### config.mk
export PLATFORM = sky130hd
export DESIGN_NAME = inst_rom_resp
export DESIGN_NICKNAME = d
export VERILOG_FILES = /design/src/rtl/inst_rom_resp.sv
export SDC_FILE = /design/constraint.sdc
export NUM_CORES = 1
export LEC_CHECK = 0
export BUFFER_PORTS_ARGS = -buffer_cell sky130_fd_sc_hd__buf_2
export CORE_MARGIN = 8
export CORE_UTILIZATION = 30
export CTS_CLUSTER_DIAMETER = 30
export DETAILED_ROUTE_END_ITERATION = 16
export PLACE_DENSITY = 0.56
export SLEW_MARGIN = 20
export SYNTH_ARGS = -nofsm -noshare
export SYNTH_HDL_FRONTEND = slang
export SYNTH_SLANG_ARGS = --single-unit
### constraint.sdc
create_clock -name clk -period 4.5 [get_ports clk]
set_input_delay 0.225 -clock clk [delete_from_list [all_inputs] [get_ports clk]]
set_output_delay 0.225 -clock clk [all_outputs]
set_load 0.1 [all_outputs]
### src/rtl/inst_rom_resp.sv
// inst_rom_resp: instruction-fetch responder with a one-word holding buffer.
// A buffer hit is answered combinationally; a miss stalls the core and
// assembles the word from four big-endian reads on a byte-wide external bus.
// Optional feature macro: INST_ROM_PREFETCH_EN adds a second word buffer that
// is filled with the next sequential word after every fill.
module inst_rom_resp #(
    parameter int ADDR_W = 20
) (
    input  logic              clk,
    input  logic              rst,
    input  logic              rom_ce_i,
    input  logic [31:0]       rom_addr_i,
    output logic [31:0]       rom_data_o,
    output logic              stallreq_o,
    output logic              ext_req_o,
    output logic [ADDR_W-1:0] ext_addr_o,
    input  logic              ext_ack_i,
    input  logic [7:0]        ext_data_i
);

    localparam int TAG_W = ADDR_W - 2;

`ifdef INST_ROM_PREFETCH_EN
    typedef enum logic [1:0] {
        ST_IDLE     = 2'd0,
        ST_FILL     = 2'd1,
        ST_PREFETCH = 2'd2
    } state_t;
`else
    typedef enum logic [1:0] {
        ST_IDLE = 2'd0,
        ST_FILL = 2'd1
    } state_t;
`endif

    state_t             state;
    state_t             state_next;

    // Main holding buffer
    logic [TAG_W-1:0]   buf_tag;
    logic [31:0]        buf_data;
    logic               buf_vld;

    // Fill engine: word tag being fetched, byte index, first three bytes
    logic [TAG_W-1:0]   fill_tag;
    logic [1:0]         bcnt;
    logic [23:0]        asm_sr;

    logic [TAG_W-1:0]   req_tag;
    logic               buf_hit;
    logic               fill_start;
    logic               byte_take;
    logic               word_done;
    logic               unused_addr_bits;

`ifdef INST_ROM_PREFETCH_EN
    // Prefetch buffer for the word following the last filled one
    logic [TAG_W-1:0]   pf_tag;
    logic [31:0]        pf_data;
    logic               pf_vld;
    logic               pf_hit;
    logic               pf_promote;
`endif

    // Only word-address bits inside the external space form the tag
    assign req_tag          = rom_addr_i[ADDR_W-1:2];
    assign unused_addr_bits = ^{rom_addr_i[31:ADDR_W], rom_addr_i[1:0]};
    assign buf_hit          = buf_vld && (buf_tag == req_tag);
`ifdef INST_ROM_PREFETCH_EN
    assign pf_hit           = pf_vld && (pf_tag == req_tag);
`endif

    // State register; reset drops the bus request immediately
    always_ff @(posedge clk or posedge rst) begin
        if (rst) begin
            state <= ST_IDLE;
        end else begin
            state <= state_next;
        end
    end

    // Next-state logic, fetch-port answer and external bus drive
    always_comb begin
        state_next = state;
        fill_start = 1'b0;
        rom_data_o = 32'h0;
        stallreq_o = 1'b0;
        ext_req_o  = 1'b0;
        ext_addr_o = '0;
`ifdef INST_ROM_PREFETCH_EN
        pf_promote = 1'b0;
`endif

        // Any non-idle state owns the external bus
        if (state != ST_IDLE) begin
            ext_req_o  = 1'b1;
            ext_addr_o = {fill_tag, bcnt};
        end
        byte_take = ext_req_o && ext_ack_i;
        word_done = byte_take && (bcnt == 2'd3);

        // Fetch port: main buffer first, then prefetch buffer, else stall
        if (rom_ce_i) begin
            if (buf_hit) begin
                rom_data_o = buf_data;
`ifdef INST_ROM_PREFETCH_EN
            end else if (pf_hit) begin
                rom_data_o = pf_data;
`endif
            end else begin
                stallreq_o = 1'b1;
            end
        end

        case (state)
            ST_IDLE: begin
                if (rom_ce_i && stallreq_o) begin
                    fill_start = 1'b1;
                    state_next = ST_FILL;
`ifdef INST_ROM_PREFETCH_EN
                end else if (rom_ce_i && !buf_hit && pf_hit) begin
                    pf_promote = 1'b1;
                    state_next = ST_PREFETCH;
`endif
                end
            end
            ST_FILL: begin
                if (word_done) begin
`ifdef INST_ROM_PREFETCH_EN
                    state_next = ST_PREFETCH;
`else
                    state_next = ST_IDLE;
`endif
                end
            end
`ifdef INST_ROM_PREFETCH_EN
            ST_PREFETCH: begin
                if (word_done) begin
                    state_next = ST_IDLE;
                end
            end
`endif
            default: begin
                state_next = ST_IDLE;
            end
        endcase
    end

    // Fill datapath: byte capture, word commit and buffer bookkeeping
    always_ff @(posedge clk or posedge rst) begin
        if (rst) begin
            buf_tag  <= '0;
            buf_data <= 32'h0;
            buf_vld  <= 1'b0;
            fill_tag <= '0;
            bcnt     <= 2'd0;
            asm_sr   <= 24'h0;
`ifdef INST_ROM_PREFETCH_EN
            pf_tag   <= '0;
            pf_data  <= 32'h0;
            pf_vld   <= 1'b0;
`endif
        end else begin
            if (fill_start) begin
                fill_tag <= req_tag;
                bcnt     <= 2'd0;
            end
            // Big-endian assembly: first byte ends up in [31:24]
            if (byte_take) begin
                asm_sr <= {asm_sr[15:0], ext_data_i};
                bcnt   <= bcnt + 2'd1;
            end
            if (word_done && (state == ST_FILL)) begin
                buf_data <= {asm_sr, ext_data_i};
                buf_tag  <= fill_tag;
                buf_vld  <= 1'b1;
            end
`ifdef INST_ROM_PREFETCH_EN
            // A demand fill invalidates the stale prefetch word
            if (fill_start) begin
                pf_vld <= 1'b0;
            end
            // After a demand fill, continue with the next sequential word
            if (word_done && (state == ST_FILL)) begin
                fill_tag <= fill_tag + TAG_W'(1);
            end
            if (word_done && (state == ST_PREFETCH)) begin
                pf_data <= {asm_sr, ext_data_i};
                pf_tag  <= fill_tag;
                pf_vld  <= 1'b1;
            end
            // Prefetch hit: promote into the main buffer, fetch the word after it
            if (pf_promote) begin
                buf_data <= pf_data;
                buf_tag  <= pf_tag;
                buf_vld  <= 1'b1;
                pf_vld   <= 1'b0;
                fill_tag <= pf_tag + TAG_W'(1);
                bcnt     <= 2'd0;
            end
`endif
        end
    end

endmodule

==> results of run 1 <==
## synthesized netlist by cell type
master                     count
sky130_fd_sc_hd__mux2_2       92
sky130_fd_sc_hd__o21a_1        1
sky130_fd_sc_hd__clkbuf_1     10
sky130_fd_sc_hd__buf_2         2
sky130_fd_sc_hd__ha_1          1
sky130_fd_sc_hd__xnor2_1      18
sky130_fd_sc_hd__nand2b_1      1
sky130_fd_sc_hd__nand3_1       2
sky130_fd_sc_hd__a211oi_1      1
sky130_fd_sc_hd__buf_6         3
sky130_fd_sc_hd__or4_4         1
sky130_fd_sc_hd__inv_1         2
sky130_fd_sc_hd__a21oi_1       2
sky130_fd_sc_hd__dfrtp_1      96
sky130_fd_sc_hd__nor3_1        2
sky130_fd_sc_hd__nand4_1       6
sky130_fd_sc_hd__xor2_1        1
sky130_fd_sc_hd__and2_1       52
sky130_fd_sc_hd__nand2_1       1
sky130_fd_sc_hd__nor2_1        3
sky130_fd_sc_hd__nor3_4        1
## worst max-delay path: stages, from the launching register on
cell and delay, ns:
sky130_fd_sc_hd__dfrtp_1 0.39, sky130_fd_sc_hd__xnor2_1 0.16, sky130_fd_sc_hd__nand4_1 0.17, sky130_fd_sc_hd__or4_4 0.58
sky130_fd_sc_hd__nor3_4 0.11, sky130_fd_sc_hd__buf_4 0.31, sky130_fd_sc_hd__and2_1 0.20, sky130_fd_sc_hd__buf_2 0.43
## registers in the layout (all words and copies together) (netlist names)
register	cells
buf_tag	18
asm_sr	24
buf_data	32
state	1
buf_vld	1
bcnt	2
fill_tag	18
## cell usage in the layout (no fill, tap or decap), types with 2 or more instances in the layout
cell / count
sky130_fd_sc_hd__clkbuf_16: 9
sky130_fd_sc_hd__buf_4: 6
sky130_fd_sc_hd__dfrtp_1: 96
sky130_fd_sc_hd__clkinv_4: 2
sky130_fd_sc_hd__xnor2_1: 18
sky130_fd_sc_hd__mux2_2: 92
sky130_fd_sc_hd__buf_2: 83
sky130_fd_sc_hd__clkinvlp_4: 3
sky130_fd_sc_hd__nand4_1: 6
sky130_fd_sc_hd__nor2_1: 3
sky130_fd_sc_hd__nor3_1: 2
sky130_fd_sc_hd__a21oi_1: 2
sky130_fd_sc_hd__and2_1: 52
## final cells by class
class                           count  area (um2)  share of cell area (%)
Multi-Input combinational cell    185        1680                    33.2
Sequential cell                    96        2400                    47.4
Timing Repair Buffer               89         460                    9.09
Clock buffer                       10         239                    4.72
Inverter                            2        10.0                   0.198
Clock inverter                      6        45.0                   0.890
Tap cell                          180         225                    4.45
## worst paths after layout
kind                       slack, ns  cells after the start           from             end
setup reg to reg                2.24                      6    buf_tag[16]    fill_tag[14]
min in group clk                0.14                      2  ext_data_i[1]       asm_sr[1]
max in group asynchronous       3.52                      3            rst      buf_tag[3]
hold reg to reg                 0.50                      1    buf_data[4]     buf_data[4]
setup / recovery                1.56                      7     buf_tag[7]  rom_data_o[14]
hold / removal                 0.001                      2            rst     buf_data[1]
## power breakdown
part	total, W	internal (W)	switching [W]
Combinational	0.00192	0.000644	0.00128
Sequential	0.00153	0.00129	0.000239
Clock	0.000718	0.000390	0.000327
Total	0.00417	0.00233	0.00185
## kinds of logic (layout without fill, tap and decap cells)
| family | Yosys count | after routing |
|---|---|---|
| flip-flops | 96 | 96 |
| multiplexers | 92 | 92 |
| AND/OR/NAND/NOR | 69 | 69 |
| XOR/XNOR | 19 | 19 |
| buffers and inverters | 17 | 107 |
| AO/OA/AOI/OAI | 4 | 4 |
| adder cells (fa/ha/maj) | 1 | 1 |
## stage by stage
stage	utilization, %	std cells	area (um2)	setup slack, ns
6_report	36.9	568	5060	1.56
5_1_grt	36.9	568	5060	1.36
4_1_cts	36.9	568	5060	1.49
3_5_place_dp	34.8	552	4780	1.87
3_3_place_gp	34.8	552	4780	1.87
2_1_floorplan	-	298	4160	1.77
## layer usage
| layer | vias to the layer above | share of wire (%) |
|---|---|---|
| met5 | - | 0 |
| met4 | 0 | 1.9 |
| met3 | 11 | 4.4 |
| met2 | 42 | 48 |
| met1 | 1276 | 46 |
| li1 | 1187 | - |
==> results by group, run 1 <==
Layout
  • Area growth from synthesis to layout: 21.6%
  • Fraction of layout instances using a drive strength above 1: 52.1%
  • Fill cell total of the finished layout: 1351
  • Antenna diode count: 0
  • Number of nets at the end of the flow: 428

Yosys
  • Cell accounting for the most synthesized area: sky130_fd_sc_hd__dfrtp_1
  • Top post-synthesis cells by area: sky130_fd_sc_hd__dfrtp_1 58%, sky130_fd_sc_hd__mux2_2 25%, sky130_fd_sc_hd__and2_1 7.8%, sky130_fd_sc_hd__xnor2_1 3.8%, sky130_fd_sc_hd__clkbuf_1 0.90%
  • Synthesized instance count: 298
  • Number of flip-flops and latches in the synthesized netlist: 96
  • Area of the mapped netlist: 4160 um2
  • Fraction of the yosys area taken by sequential cells: 57.7%
  • Syn. warnings: 0
  • Synthesized area per cell: 14.0 um2
  • Syn nets: 343
  • Post-synthesis cell type count: 21
  • Share of the synthesized netlist area taken by xor and xnor gates: 4.00%
  • Main combinational cell family by area after synthesis: multiplexers
  • Post-synthesis share of cell area spent on full adders, half adders and majority gates: 0.301%
  • Top-area cell type share of the netlist area: 57.7%
  • Complex-gate fraction of the synthesized area: 0.601%
  • Post-synthesis simple-gate area fraction: 10.4%
  • Mux share of post-synthesis cell area: 24.9%

Clock network
  • Clock tree root buffer cell: sky130_fd_sc_hd__clkbuf_16
  • CTS tree: yes
  • Setup bufs post-CTS: 0
  • Bufs on Longest Clock Path: 2
  • Skew-Pair Late Insertion Delay: 0.34 ns
  • # clock sinks: 96
  • Post-CTS Hold Buffers: 0
  • H-tree depth: 3
  • Quantity of gates resized following cts: 0
  • Number of CTS-inserted buffers: 9
  • Clock transition at the registers of the reported paths: 0.07 ns

Pwr
  • Total power: 0.00417 W
  • Maximum ir drop on the vdd rail: 0.000422 V
  • Power density over cell area: 825 nW/um2
  • Leakage: 2.31 nW

Global routing
  • GRT busiest layer: met2
  • Gr ovfl total: 0
  • Grt met1 use: 13.2%
  • Largest net degree at the start of global routing: 60
  • Wire length of the first global-routing pass: 15.1 mm
  • Aggregate global-route resource usage: 10.6%
  • Routing usage on met2: 17.0%
  • Fraction of met3 tracks used by global routing: 2.66%
  • Initial antenna violation count: 0
  • Vias in the first global route: 2896

Floorplan
  • I/O pin count: 98
  • Area of the die: 17900 um2
  • Number of rows in the core area: 43
  • Starting density of the core: 30.3%
  • Die boundary height: 134 um
  • Core footprint: 13700 um2
  • Die Width: 134 um

Critical path
  • Capturing element type of the critical path: output pin
  • CP max FO: 32
  • Data required time of the critical path: 4.28 ns
  • Critical Path AT: 2.72 ns
  • Category of the most critical setup path: reg -> out
  • Kind of launch point of the worst setup path: register

Min path
  • Path class of the lowest-slack min-delay path: in -> async

Timing
  • Post-Route Setup TNS: 0 ns
  • Number of slew-limit violations in the final report: 0
  • Post-Route Hold Slack: 0.00108 ns
  • Ratio of final minimum period to clock period: 65.4%
  • Final number of setup-violating endpoints: 0
  • Setup repair after global routing missed its margin: no
  • Worst slew margin relative to its limit: 51.4%
  • Slew at the pin with the worst max-slew slack: 0.728 ns
  • Final period demand of the worst path: 2.94 ns
  • Final number of hold-violating endpoints: 0
  • Clock skew: 0.00955 ns
  • Highest achievable clock rate: 0.340 GHz

Drt
  • DRT Pass-1 Iters: 4
  • Sum of routed wire length over all layers: 9.02 mm
  • Routed len/inst: 15.9 um
  • Via density per instance: 4.43
  • Iteration-0 DRC count of the detailed router: 131
  • DRC: 0
  • Via total after detailed routing: 2516
  • Count of antenna-violating nets left after detailed routing: 0

Placement
  • Gp weighted congestion: 0.723
  • Dpl hpwl: 6.16 mm
  • Port buffer count: 83

Job
  • Maxcap violations: 0

Run status
  • Outcome: finished, final reports clean
No activity file was read; power rests on OpenSTA's default activity.
==> inputs of run 2 (changes only) <==
PLACE_DENSITY = 0.57   (was 0.56)
clock period = 2.7 ns   (was 4.5 ns; I/O delays follow)
==> results by group, run 2 (synthesis results as in run 1) <==
Layout
  • Reg with most FFs: buf_data
  • Highest-count cells in the layout ignoring fill and taps: 96 x sky130_fd_sc_hd__dfrtp_1, 92 x sky130_fd_sc_hd__mux2_2, 52 x sky130_fd_sc_hd__and2_1, 51 x sky130_fd_sc_hd__buf_2, 35 x sky130_fd_sc_hd__buf_12
  • Area growth from synthesis to layout: 35.1%
  • Number of nets at the end of the flow: 430 (+0.47%)
  • Antenna diode count: 0 (unchanged)
  • Leading cell type in the layout, fill and taps excluded: sky130_fd_sc_hd__dfrtp_1
  • Fraction of layout instances using a drive strength above 1: 51.8% (-0.27 points)
  • Multi-input logic area: 1690 um2 (+0.45%)
  • Fill cell total of the finished layout: 1292 (-4.4%)
  • Post-route design area: 5620 um2 (+11%)
  • Largest registers in the final layout: buf_data x32, asm_sr x24
  • Flip-flop count of the largest register, all copies and words added: 32 (unchanged)
  • Storage cell area: 2400 um2 (unchanged)

Critical path
  • CP max FO: 32 (unchanged)
  • Kind of launch point of the worst setup path: register
  • Worst reg2reg startpoint: buf_tag[16]
  • Crit. Startpoint: buf_tag[7]
  • Slack of the worst reg-to-reg path: 0.85 ns (-1.39 ns)
  • Data required time of the critical path: 2.57 ns (-1.71 ns)
  • FF-to-FF path depth: 6 (unchanged)
  • Category of the most critical setup path: reg -> out
  • Capturing element type of the critical path: output pin
  • Critical Path AT: 2.43 ns (-0.29 ns)
  • Capture instance of the worst register-to-register path: fill_tag[8]

Min path
  • Beginning of the worst hold path: ext_data_i[2]
  • WHS Endpoint: asm_sr[2]
  • Path class of the lowest-slack min-delay path: in -> reg
  • Cell depth of the worst min-delay path: 2

Global routing
  • Largest net degree at the start of global routing: 55 (-8.3%)
  • Aggregate global-route resource usage: 10.5% (-0.097 points)
  • Wire length of the first global-routing pass: 14.8 mm (-1.4%)
  • Vias in the first global route: 2700 (-6.8%)
  • Initial antenna violation count: 0 (unchanged)
  • Gr ovfl total: 0 (unchanged)

Clock network
  • # clock sinks: 96 (unchanged)
  • Number of CTS-inserted buffers: 9 (unchanged)
  • H-tree depth: 3 (unchanged)
  • Skew-Pair Late Insertion Delay: 0.34 ns (about the same)
  • Setup bufs post-CTS: 0 (unchanged)
  • Clock tree root buffer cell: sky130_fd_sc_hd__clkbuf_16
  • Clock transition at the registers of the reported paths: 0.07 ns (about the same)
  • Bufs on Longest Clock Path: 2 (unchanged)
  • CTS tree: yes

Timing
  • Ratio of final minimum period to clock period: 95.0%
  • Number of slew-limit violations in the final report: 0 (unchanged)
  • Post-Route Hold Slack: 0.0419 ns (+0.0408 ns)
  • Worst slew margin relative to its limit: 53.3% (+1.9 points)
  • Final number of hold-violating endpoints: 0 (unchanged)
  • Highest achievable clock rate: 0.390 GHz
  • Clock skew: 0.00635 ns (-0.00320 ns)
  • Final period demand of the worst path: 2.56 ns
  • Final number of setup-violating endpoints: 0 (unchanged)
  • Setup repair after global routing missed its margin: yes
  • Post-Route Setup TNS: 0 ns (unchanged)
  • Slew at the pin with the worst max-slew slack: 0.700 ns (-0.0278 ns)

Drt
  • Count of antenna-violating nets left after detailed routing: 0 (unchanged)
  • Via density per instance: 4.41 (-0.35%)
  • Via total after detailed routing: 2516 (unchanged)
  • Sum of routed wire length over all layers: 8.90 mm (-1.4%)
  • DRC: 0 (unchanged)
  • DRT Pass-1 Iters: 4 (unchanged)
  • Iteration-0 DRC count of the detailed router: 135 (+3.1%)
  • Routed len/inst: 15.6 um (-1.7%)

Placement
  • Port buffer count: 83 (unchanged)
  • Placed cell area: 5310 um2 (+11%)
  • Gp weighted congestion: 0.696 (-3.7%)
  • Dpl hpwl: 6.30 mm (+2.2%)

Floorplan
  • I/O pin count: 98 (unchanged)
  • Die Width: 134 um (unchanged)
  • Core footprint: 13700 um2 (unchanged)
  • Area of the die: 17900 um2 (unchanged)
  • Number of rows in the core area: 43 (unchanged)
  • Starting density of the core: 30.3% (unchanged)
  • Die boundary height: 134 um (unchanged)

Pwr
  • Leakage: 2.43 nW (+5.5%)
  • Maximum ir drop on the vdd rail: 0.000647 V (+53%)
  • Power density over cell area: 1260 nW/um2 (+52%)

Job
  • Maxcap violations: 0 (unchanged)

Run status
  • Outcome: finished, final reports clean
==> run 2: changes by cell type in the layout (fill, tap and decap cells not counted), moves of 2 or more <==
cell	previous run	this run
sky130_fd_sc_hd__buf_4	6	4
sky130_fd_sc_hd__buf_2	83	51
sky130_fd_sc_hd__clkinv_4	2	0
sky130_fd_sc_hd__buf_12	0	35
sky130_fd_sc_hd__clkbuf_1	0	2
sky130_fd_sc_hd__clkinvlp_4	3	0
==> run 2: worst max-delay path by stage <==
stage / endpoint / slack [ns]
after floorplan: asm_sr[0] / 0.06
after global placement: rom_data_o[22] / 0.47
after detailed placement: rom_data_o[22] / 0.46
after CTS: rom_data_o[22] / 0.07
after global routing: rom_data_o[25] / -0.007
final: rom_data_o[22] / 0.14
==> run 2: repair_timing <==
| item | in CTS | in global routing |
|---|---|---|
| resized for setup | 0 | 1 |
| hold buffers | 1 | 0 |
| setup endpoints to repair | 0 | 7 |
| endpoints found under the hold margin | 53 | 0 |
==> run 2: final cells by class <==
| type | instances | area share, % |
|---|---|---|
| Inverter | 2 | 0.178 |
| Clock inverter | 3 | 0.712 |
| Tap cell | 180 | 4.01 |
| Timing Repair Buffer | 91 | 17.7 |
| Multi-Input combinational cell | 185 | 30.0 |
| Sequential cell | 96 | 42.7 |
| Clock buffer | 13 | 4.63 |
==> run 2: worst max-delay path, stage by stage, from the launching register on <==
cell and delay (ns):
sky130_fd_sc_hd__dfrtp_1 0.39, sky130_fd_sc_hd__xnor2_1 0.15, sky130_fd_sc_hd__nand4_1 0.18, sky130_fd_sc_hd__or4_4 0.59, sky130_fd_sc_hd__nor3_4 0.16, sky130_fd_sc_hd__buf_12 0.20
sky130_fd_sc_hd__and2_1 0.23, sky130_fd_sc_hd__buf_12 0.19
==> run 2: power by group <==
part	leakage (nW)	switching [W]	total (W)	internal, W
clock	0.150	0.000522	0.00129	0.000767
sequential	1.14	0.000417	0.00258	0.00216
combinational	1.15	0.00211	0.00320	0.00109
total	2.43	0.00305	0.00706	0.00402
==> run 2: layer usage <==
metal | vias up | track usage, % | part of all wire (%)
met5 | - | 0 | 0
met4 | 0 | 4.87 | 1.7
met3 | 10 | 2.80 | 4.2
met2 | 37 | 16.8 | 49
met1 | 1273 | 13.0 | 45
li1 | 1196 | - | -
==> run 2: stage by stage <==
stage	power, W	instances	util (%)	setup WS (ns)
finish	0.00706	570	41.0	0.136
global route	0.00747	570	41.0	-0.00710
CTS	0.00716	570	40.9	0.0743
detailed placement	0.00585	553	38.7	0.458
global placement	0.00576	553	38.7	0.473
floorplan	0.00522	298	-	0.0596
